$ cat config.mk
export PLATFORM = sky130hd
export DESIGN_NAME = uart_rx_frame
export DESIGN_NICKNAME = d
export VERILOG_FILES = /design/src/rtl/uart_rx_frame.sv
export SDC_FILE = /design/constraint.sdc
export NUM_CORES = 1
export LEC_CHECK = 0
export ABC_AREA = 0
export CAP_MARGIN = 20
export CORE_MARGIN = 4
export CORE_UTILIZATION = 40
export DETAILED_ROUTE_END_ITERATION = 8
export PLACE_DENSITY = 0.61
export SETUP_SLACK_MARGIN = 0.05
export SYNTH_ARGS = -nofsm -noshare
export SYNTH_HDL_FRONTEND = slang
export SYNTH_SLANG_ARGS = --single-unit
export TNS_END_PERCENT = 10
$ cat constraint.sdc
create_clock -name clk -period 3.1 [get_ports clk]
set_input_delay 0.62 -clock clk [delete_from_list [all_inputs] [get_ports clk]]
set_output_delay 0.62 -clock clk [all_outputs]
set_load 0.03 [all_outputs]
$ cat src/rtl/uart_rx_frame.sv
// ---------------------------------------------------------------------------
// uart_rx_frame
//   UART receive-side framer. Deserialises an 11-bit frame
//   (start=0, data[0..7] LSB first, parity, stop=1) into a byte plus error
//   flags. The line is oversampled with an external strobe and each bit is
//   sampled near its middle. Each received byte is handed to the RX FIFO
//   with a one-cycle valid pulse.
//
// Parameters
//   OVERSAMPLE  sample_tick pulses per bit period (even, >= 4)
//   PARITY_ODD  0: even parity, 1: odd parity
//
// Ports
//   clk          system clock
//   reset        synchronous, active-high reset
//   serial_in    asynchronous UART line, idles high
//   sample_tick  one-cycle strobe at OVERSAMPLE x baud
//   fifo_full    RX FIFO full indication
//   rx_data      last delivered byte
//   rx_valid     one-cycle pulse, rx_data and error flags valid
//   parity_err   parity mismatch on the last delivered frame
//   frame_err    stop bit sampled low on the last delivered frame
//   overrun_err  one-cycle pulse, a frame completed while the FIFO was full
//   rx_busy      high whenever the framer is not idle
// ---------------------------------------------------------------------------
module uart_rx_frame #(
    parameter int OVERSAMPLE = 16,
    parameter bit PARITY_ODD = 1'b0
) (
    input  logic       clk,
    input  logic       reset,
    input  logic       serial_in,
    input  logic       sample_tick,
    input  logic       fifo_full,
    output logic [7:0] rx_data,
    output logic       rx_valid,
    output logic       parity_err,
    output logic       frame_err,
    output logic       overrun_err,
    output logic       rx_busy
);

    localparam int              TW        = $clog2(OVERSAMPLE);
    localparam logic [TW-1:0]   HALF_LAST = TW'(OVERSAMPLE / 2 - 1);
    localparam logic [TW-1:0]   BIT_LAST  = TW'(OVERSAMPLE - 1);

    typedef enum logic [2:0] {
        IDLE,
        START,
        DATA,
        PARITY,
        STOP
    } state_t;

    state_t          state;
    logic            sync1;
    logic            rx_s;
    logic            rx_prev;
    logic [TW-1:0]   tick_cnt;
    logic [2:0]      bit_cnt;
    logic [7:0]      shreg;
    logic            p_bad;

    // Two-flop synchroniser; runs every clock so the line is never stale
    // when a tick arrives.
    // NOTE: every register is written with <= so all flops update from the
    // values they held before the edge, exactly as the hardware does.
    always_ff @(posedge clk) begin
        if (reset) begin
            sync1 <= 1'b1;
            rx_s  <= 1'b1;
        end else begin
            sync1 <= serial_in;
            rx_s  <= sync1;
        end
    end

    always_ff @(posedge clk) begin
        if (reset) begin
            state       <= IDLE;
            rx_prev     <= 1'b1;
            tick_cnt    <= '0;
            bit_cnt     <= '0;
            shreg       <= '0;
            p_bad       <= 1'b0;
            rx_data     <= '0;
            rx_valid    <= 1'b0;
            parity_err  <= 1'b0;
            frame_err   <= 1'b0;
            overrun_err <= 1'b0;
        end else begin
            // Pulses default low; only the stop-sample tick raises them.
            rx_valid    <= 1'b0;
            overrun_err <= 1'b0;

            if (sample_tick) begin
                rx_prev <= rx_s;

                case (state)
                    IDLE: begin
                        // A falling edge needs a 1 seen on the previous tick,
                        // so a held-low (break) line never retriggers.
                        if (rx_prev && !rx_s) begin
                            state    <= START;
                            tick_cnt <= '0;
                        end
                    end

                    START: begin
                        if (tick_cnt == HALF_LAST) begin
                            tick_cnt <= '0;
                            if (rx_s) begin
                                state <= IDLE;          // glitch, not a start bit
                            end else begin
                                bit_cnt <= '0;
                                state   <= DATA;
                            end
                        end else begin
                            tick_cnt <= tick_cnt + TW'(1);
                        end
                    end

                    DATA: begin
                        if (tick_cnt == BIT_LAST) begin
                            // LSB arrives first, so shifting in at the top
                            // leaves the byte in natural order after 8 bits.
                            shreg    <= {rx_s, shreg[7:1]};
                            tick_cnt <= '0;
                            bit_cnt  <= bit_cnt + 3'd1;
                            if (bit_cnt == 3'd7) begin
                                state <= PARITY;
                            end
                        end else begin
                            tick_cnt <= tick_cnt + TW'(1);
                        end
                    end

                    PARITY: begin
                        if (tick_cnt == BIT_LAST) begin
                            p_bad    <= (^shreg ^ PARITY_ODD) ^ rx_s;
                            tick_cnt <= '0;
                            state    <= STOP;
                        end else begin
                            tick_cnt <= tick_cnt + TW'(1);
                        end
                    end

                    STOP: begin
                        if (tick_cnt == BIT_LAST) begin
                            // Back to IDLE mid-stop-bit so a start edge right
                            // at the end of the stop bit is still caught.
                            tick_cnt <= '0;
                            state    <= IDLE;
                            if (fifo_full) begin
                                overrun_err <= 1'b1;
                            end else begin
                                rx_valid   <= 1'b1;
                                rx_data    <= shreg;
                                parity_err <= p_bad;
                                frame_err  <= ~rx_s;
                            end
                        end else begin
                            tick_cnt <= tick_cnt + TW'(1);
                        end
                    end

                    default: state <= IDLE;
                endcase
            end
        end
    end

    assign rx_busy = (state != IDLE);

endmodule

---- After elaboration in Yosys (flattened, before gate mapping) ----
Cells that the tools add are included.
operators by class
  multiplexer cells ....................... 18
  equal/unequal tests ..................... 14
  bitwise gates (word level) .............. 6
  $add $sub $neg .......................... 2
  reduce and logical (&&, ||, !) cells .... 15
operators with widths
  cell                                                                    number
  3-bit 2-to-1 mux                                                        9
  3-bit one-hot mux with 5 select lines                                   1
  2-bit != test (second input constant)                                   7
  4-bit 2-to-1 mux                                                        3
  4-bit one-hot mux with 3 select lines                                   1
  3-bit AND reduction                                                     3
  8-bit parity                                                            1
  7-bit AND reduction                                                     1
  3-bit by 2-bit equality test with 1-bit output (second input constant)  2
  3-bit equality test (second input constant)                             2
  3-bit one-hot mux with 2 select lines                                   1
  3-bit nonzero test                                                      2
  1-bit inverter                                                          5
  5-bit AND reduction                                                     1
  4-bit by 1-bit adder with 4-bit output (second input constant)          1
  4-bit by 3-bit equality test with 1-bit output (second input constant)  1
  4-bit equality test (second input constant)                             1
  4-bit AND reduction                                                     1
  4-bit OR reduction                                                      1
  3-bit by 1-bit adder with 3-bit output (second input constant)          1
  3-bit by 1-bit equality test with 1-bit output (second input constant)  1
  3-bit logical NOT                                                       1
  3-bit OR reduction                                                      1
  1-bit 2-to-1 mux                                                        2
  5 further kinds                                                         5
word-level totals
  logic and storage cells ................. 68
  output and inout port bits .............. 13
  register bits after elaboration ......... 34

---- Logic depth before layout (Yosys ltp) ----
Gate-level depths: netlist (run 1).
  depth in word-level cells ............... 4
  mapped depth ............................ 7

---- Least setup slack after synthesis (run 1) ----
OpenSTA, ideal clock, no wires.
  path type ............................... reg2reg
  start ................................... register bit_cnt[0]
  end ..................................... register state[1]
  clock period less this slack ............ 1584 ps
  cell stages (with the launch flop) ...... 8
  slack ................................... 1516 ps
  arrival time ............................ 1456 ps
  data required time ...................... 2972 ps
  setup time .............................. 128 ps
  path through ............................ dfxtp_1 ha_1 ha_1 or4b_1 o211ai_2 a21oi_4 mux2i_1 nor2_1
on the way
  word-level cells in the longest chain between the ends .. 3
RTL lines
  item                                  RTL line  RTL
  from (decl)                           60        logic [2:0] bit_cnt;
  from (signal assigned)                129       bit_cnt <= bit_cnt + 3'd1;
  3-bit equality test                   130       if (bit_cnt == 3'd7) begin
  2-bit != test (no source line)        n/a
  7-bit AND reduction (no source line)  n/a
  to (signal assigned)                  131       state <= PARITY;
  to (signal assigned)                  142       state <= STOP;
  to (signal assigned)                  153       state <= IDLE;
  to (decl)                             55        state_t state;
Every way passes these cells.
A chain may end at the register's enable or synchronous reset.

---- Final worst setup path (run 1) ----
  start ................................... register state[2]
  end ..................................... output rx_busy
on the way
  word-level cells in the longest chain between the ends .. 1
RTL lines
  item                    RTL line  RTL
  from (signal assigned)  80        state <= IDLE;
  from (signal assigned)  104       state <= START;
  from (signal assigned)  113       state <= IDLE;
  3-bit nonzero test      173       assign rx_busy = (state != IDLE);
  to (decl)               40        output logic rx_busy
Every way passes these cells.

==> results of run 1 <==
## path summary, 6_finish.rpt
path | startpoint | endpoint | slack, ns | depth (start not counted)
worst max-delay path | state[2]$_SDFFE_PP0P_ | rx_busy | 0.59 | 2
worst min-delay path | sync1$_SDFF_PP1_ | rx_s$_SDFF_PP1_ | 0.41 | 1
worst max register to register | tick_cnt[0]$_SDFFE_PP0P_ | shreg[0]$_SDFFE_PP0P_ | 1.22 | 5
worst min register to register | sync1$_SDFF_PP1_ | rx_s$_SDFF_PP1_ | 0.41 | 1
## cell families (layout without fill, tap and decap cells)
group	after synthesis	count (layout)	synth area share [%]
simple gates	65	65	21.8
flops	34	34	43.8
compound gates	21	21	9.75
mux	21	21	13.5
buf+inv	10	26	3.79
xor+xnor	7	7	4.83
fa+ha+maj	3	3	2.42
## final cells by class
class                           instances  area, sq um  area share (%)
Multi-Input combinational cell        117          813            44.8
Sequential cell                        34          681            37.5
Timing Repair Buffer                   18          178            9.79
Clock buffer                            5         68.8            3.79
Tap cell                               48         60.1            3.31
Clock inverter                          2         10.0           0.552
Inverter                                1         3.75           0.207
## power breakdown
part / switching (mW) / leakage, nW / internal, mW
registers: 0.00350 / 0.275 / 0.440
logic: 0.0222 / 0.311 / 0.0180
clock network: 0.148 / 0.0438 / 0.150
total: 0.174 / 0.629 / 0.608
## state kept, by name, indices dropped and copies added (netlist names)
| register | count |
|---|---|
| rx_prev | 1 |
| p_bad | 1 |
| rx_s | 1 |
| sync1 | 1 |
| rx_valid | 1 |
| rx_data | 8 |
| frame_err | 1 |
| tick_cnt | 4 |
| state | 3 |
| bit_cnt | 3 |
| parity_err | 1 |
| shreg | 8 |
| overrun_err | 1 |
## worst register-to-register path: cells and delay by family (launching register included)
family | cells | cell delay [ns]
muxes | 1 | 0.27
and+or+nand+nor | 3 | 0.86
DFF | 1 | 0.38
adders and majority gates | 1 | 0.27
## per-stage QoR
stage	util (%)	area, sq um	total power [mW]	hold WS (ns)	worst slack [ns]
finish	48.8	1810	0.782	0.412	0.593
global route	48.8	1810	0.820	0.424	0.505
CTS	48.8	1810	0.792	0.418	0.573
detailed placement	46.7	1740	0.494	0.400	0.583
global placement	46.7	1740	0.493	0.396	0.643
floorplan	-	1550	0.483	0.389	1.52
## cells in the mapped netlist (2+ instances only)
| master | number |
|---|---|
| or2_2 | 2 |
| nor2b_1 | 3 |
| nand3_1 | 6 |
| o211ai_2 | 2 |
| or3_1 | 2 |
| nor3b_1 | 2 |
| buf_6 | 2 |
| buf_2 | 2 |
| o21ai_0 | 2 |
| o21ai_1 | 3 |
| nand2_1 | 9 |
| a21oi_1 | 6 |
| nor3_1 | 3 |
| and2_4 | 2 |
| nor2_1 | 27 |
| ha_1 | 3 |
| mux2i_1 | 21 |
| xnor2_1 | 5 |
| dfxtp_1 | 34 |
| clkbuf_1 | 4 |
| a22oi_1 | 2 |
## layer usage
layer	vias to the layer above	global-route usage (%)	routed length (microns)
li1	589	-	-
met1	520	14.9	1350
met2	19	20.2	1230
met3	6	5.47	117
met4	0	5.74	55
met5	-	0	0
==> metrics.md, run 1 <==
| Metric | Value |
|---|---|
| # port buffers | `17` |
| Final hold vios | `0` |
| Pins over their slew limit | `0` |
| Detailed-route wire length per cell | `approximately 12 microns` |
| Ys flop type | `dfxtp_1` |
| Synth Warn # | `0` |
| Synth top area share | `roughly 44%` |
| Final Cycle Share | `80.9%` |
| Syn_area_per_cell | `around 9.6 sq um` |
| CTS root buf | `clkbuf_8` |
| Post-Synthesis Cell Area | `1550 sq um` |
| Finished Layout Cells | `about 230` |
| Ranking of synthesized cells by area | `dfxtp_1, mux2i_1, nor2_1, xnor2_1, ha_1` |
| Mapped Cells | `161` |
| Num CTS Buffers | `5` |
| Register area share after synthesis | `43.8%` |
| Final GP Congestion | `between 0.8 and 0.9` |
| Critical-path cell list | `or3_1 > clkdlybuf4s50_1` |
| TritonRoute pass-1 iters | `4` |
| TNS Setup | `0 ns` |
| Worst hold path type | `flip-flop to flip-flop` |
| Ys async rst share | `0%` |
| Ant. Diodes | `0` |
| Final Setup Violations | `0` |
| Cts hold-fix bufs | `0` |
| Effective utilization at floorplan | `between 40% and 50%` |
| Crit path kind | `flip-flop to output port` |
| Core area | `about 3700 sq um` |
| Max Clk Rate | `399 MHz` |
| # DRC | `0` |
| Vias post-DR | `1134` |
| Area Growth Syn to Fin | `16.8%` |
| Max cap viols | `0` |
| Commonest non-fill, non-tap cells in the layout | `dfxtp_1, nor2_1, mux2i_1, clkdlybuf4s50_1, nand2_1` |
| Startpoint Class | `flip-flop` |
| VDD IR max | `0.000279 V` |
| Clock Tree Buf Depth | `2` |
| # resized after CTS | `0` |
| RSZ-0062 raised after global routing | `no` |
| Total Routing Usage GR | `12.8%` |
| WP data arrival | `between 1.5 and 2 ns` |
| Final Skew | `0.00397 ns` |
| Top Family by Delay on Critical Path | `buffers and inverters` |
| Register bit count reported by yosys | `34` |
| Die Ht | `70.3 microns` |
| Worst EP required | `about 2.5 ns` |
| Vias in the first global route | `between 1000 and 1500` |
| Commonest non-fill, non-tap cell in the layout | `dfxtp_1` |
| DIE WIDTH | `about 70 microns` |
| Final HPWL DP | `~2000 microns` |
| Largest net degree at the start of global routing | `23` |
| Post CTS Setup Buffer Count | `0` |
| DRT iter0 DRCs | `84` |
| Power Density | `approximately 430 nW/um^2` |
| Routed wire length | `between 2000 and 3000 microns` |
| Total gr overflow | `0` |
| Synth cell types | `40` |
| CTS tree | `yes` |
| Slew of the pin with the lowest slew margin | `around 0.55 ns` |
| Die area | `about 4900 sq um` |
| Cell Rows | `22` |
| CP max stage delay | `approximately 0.64 ns` |
| Crit end category | `output port` |
| P_leak | `0.629 nW` |
| Worst Path Buf+Inv | `1` |
| Post-layout minimum cycle time | `~2.5 ns` |
| Share of cells above drive strength 1 | `10.7%` |
| Global-route wire length before repair | `about 5000 microns` |
| CTS sink cnt | `34` |
| Cell with the largest stage delay on the worst path | `clkdlybuf4s50_1` |
| Antenna violations before repair | `0` |
| CTS H-tree lvls | `2` |
| Rel. slew slack | `~63%` |
| Area leader, netlist | `dfxtp_1` |
| Io pins | `18` |
| Run status | `completed` |
| Number of synthesized flops with an enable pin | `0` |
| Antenna Nets Post-Route | `0` |
| Worst skew pair latency | `roughly 0.28 ns` |
| Filler cells | `between 300 and 400` |
| Vias/cell | `about 5.0` |
| Post-Syn Nets | `between 150 and 200` |
| Clk slew on worst S/H paths | `approximately 0.060 ns` |
| Cell count after placement | `about 220` |
| Critical path fanouts, max | `11` |
| # nets final | `approximately 190` |
Power figures use the tool's default switching activity.
==> run 2, diff against run 1 <==
Clock period 3.1 ns to 2.6 ns, I/O delays scaled along.
==> run 2 against run 1 <==
Compared with the run above: first-iteration DRC count fell by 30%; routed wire length grew 2.8%; critical path type unchanged; final area grew 1.9%; critical path depth unchanged.
==> metrics.md, run 2 (same netlist as run 1, synthesis figures left out) <==
| Metric | Value |
|---|---|
| Run status | `completed` |
| Area Growth Syn to Fin | `19.1%` |
| CTS H-tree lvls | `2` |
| Critical-path cell list | `or3_1 > clkdlybuf4s50_1` |
| CTS tree | `yes` |
| # port buffers | `17` |
| Power Density | `approximately 530 nW/um^2` |
| Antenna violations before repair | `0` |
| Worst skew pair latency | `around 0.28 ns` |
| Reg2Reg Setup Slack | `around 0.8 ns` |
| CTS root buf | `clkbuf_8` |
| Cell with the largest stage delay on the worst path | `clkdlybuf4s50_1` |
| Max Clk Rate | `about 420 MHz` |
| Post-layout minimum cycle time | `between 2 and 2.5 ns` |
| Post CTS Setup Buffer Count | `0` |
| Clk slew on worst S/H paths | `0.07 ns` |
| R2r endpoint | `parity_err$_SDFFE_PP0P_` |
| Cell Rows | `22` |
| Multi-input logic area | `a little over 800 sq um` |
| VDD IR max | `~0.00038 V` |
| Final Skew | `about 0.0075 ns` |
| Pins over their slew limit | `0` |
| Cts hold-fix bufs | `0` |
| Commonest non-fill, non-tap cell in the layout | `dfxtp_1` |
| TritonRoute pass-1 iters | `4` |
| Worst R2R Start | `tick_cnt[0]$_SDFFE_PP0P_` |
| Num CTS Buffers | `5` |
| Crit path kind | `flip-flop to output port` |
| Final Cycle Share | `about nine tenths` |
| Clock Tree Buf Depth | `2` |
| Total gr overflow | `0` |
| Vias in the first global route | `around 1100` |
| Vias/cell | `~5.0` |
| Final hold vios | `0` |
| Power, Total | `between 0.9 and 1 mW` |
| Vias post-DR | `between 1000 and 1500` |
| Slew of the pin with the lowest slew margin | `0.359 ns` |
| WP data arrival | `approximately 1.9 ns` |
| CP max stage delay | `roughly 0.64 ns` |
| Max cap viols | `0` |
| Filler cells | `378` |
| Critical path fanouts, max | `11` |
| # resized after CTS | `0` |
| Ant. Diodes | `0` |
| Io pins | `18` |
| RSZ-0062 raised after global routing | `no` |
| Final GP Congestion | `0.814` |
| Antenna Nets Post-Route | `0` |
| Commonest non-fill, non-tap cells in the layout | `dfxtp_1, nor2_1, mux2i_1, clkdlybuf4s50_1, nand2_1` |
| Effective utilization at floorplan | `41.8%` |
| Startpoint Class | `flip-flop` |
| Detailed-route wire length per cell | `roughly 12 microns` |
| Register area | `681 sq um` |
| # nets final | `around 190` |
| Crit end category | `output port` |
| Worst EP required | `roughly 2.1 ns` |
| Number of cells on the worst reg-to-reg path | `6` |
| Routed wire length | `approximately 2800 microns` |
| # DRC | `0` |
| P_leak | `0.649 nW` |
| Critical Path End | `rx_busy` |
| CTS sink cnt | `34` |
| Worst hold path type | `flip-flop to flip-flop` |
| Largest net degree at the start of global routing | `24` |
| Total Routing Usage GR | `between 10% and 20%` |
| TNS Setup | `0 ns` |
| Die Ht | `approximately 70 microns` |
| Global-route wire length before repair | `4820 microns` |
| Top Registers | `rx_data x8, shreg x8, tick_cnt x4` |
| Core area | `3720 sq um` |
| Critical path launch point | `state[2]$_SDFFE_PP0P_` |
| Rel. slew slack | `roughly 76%` |
| Share of cells above drive strength 1 | `12.2%` |
| DRT iter0 DRCs | `59` |
| Final HPWL DP | `~2100 microns` |
| Final Setup Violations | `0` |
| Die area | `around 5000 sq um` |
| DIE WIDTH | `about 70 microns` |
run 2: cell count changes in the layout (fill, tap and decap cells not counted):
cell      previous run  this run
clkinv_2             2         1
clkbuf_1             0         1
clkbuf_8             5         6
buf_4                1         4
run 2: final cells by class:
type,count,area share [%]
Clock inverter,1,0.271
Sequential cell,34,36.8
Tap cell,48,3.25
Clock buffer,7,4.67
Timing Repair Buffer,21,10.8
Inverter,1,0.203
Multi-Input combinational cell,117,44.0
run 2: worst max-delay path, delay by kind of cell (launching register included):
| family | cells | cell delay (ns) |
|---|---|---|
| AND/OR/NAND/NOR | 1 | 0.53 |
| buffers and inverters | 1 | 0.64 |
| flip-flops | 1 | 0.41 |
run 2: worst min-delay path by stage:
stage,start,slack (ns),cells after the start,endpoint
2_1_floorplan,sync1$_SDFF_PP1_,0.39,1,rx_s$_SDFF_PP1_
3_5_place_dp,sync1$_SDFF_PP1_,0.41,1,rx_s$_SDFF_PP1_
6_report,sync1$_SDFF_PP1_,0.42,1,rx_s$_SDFF_PP1_
5_1_grt,sync1$_SDFF_PP1_,0.43,1,rx_s$_SDFF_PP1_
3_3_place_gp,sync1$_SDFF_PP1_,0.40,1,rx_s$_SDFF_PP1_
4_1_cts,sync1$_SDFF_PP1_,0.42,1,rx_s$_SDFF_PP1_
run 2: power breakdown:
part | total (mW) | internal (mW) | switching (mW)
clock network | 0.395 | 0.213 | 0.182
registers | 0.528 | 0.524 | 0.00387
logic | 0.0512 | 0.0235 | 0.0277
total | 0.974 | 0.761 | 0.213
run 2: routing by layer:
metal | global-route usage (%) | wire length [microns] | vias to the layer above
li1 | - | - | 594
met5 | 0 | 0 | -
met3 | 4.46 | 117 | 6
met1 | 13.8 | 1270 | 523
met2 | 20.5 | 1380 | 22
met4 | 6.38 | 57 | 0
run 2: per-stage QoR:
stage               worst slack [ns]  hold WS, ns  utilization, %  cells  area, sq um
detailed placement             0.474        0.408            47.3    221         1760
finish                         0.216        0.425            49.8    229         1850
global route                   0.134        0.428            49.8    229         1850
global placement               0.520        0.402            47.3    221         1760
CTS                            0.215        0.425            49.8    229         1850
floorplan                       1.02        0.389               -    161         1550
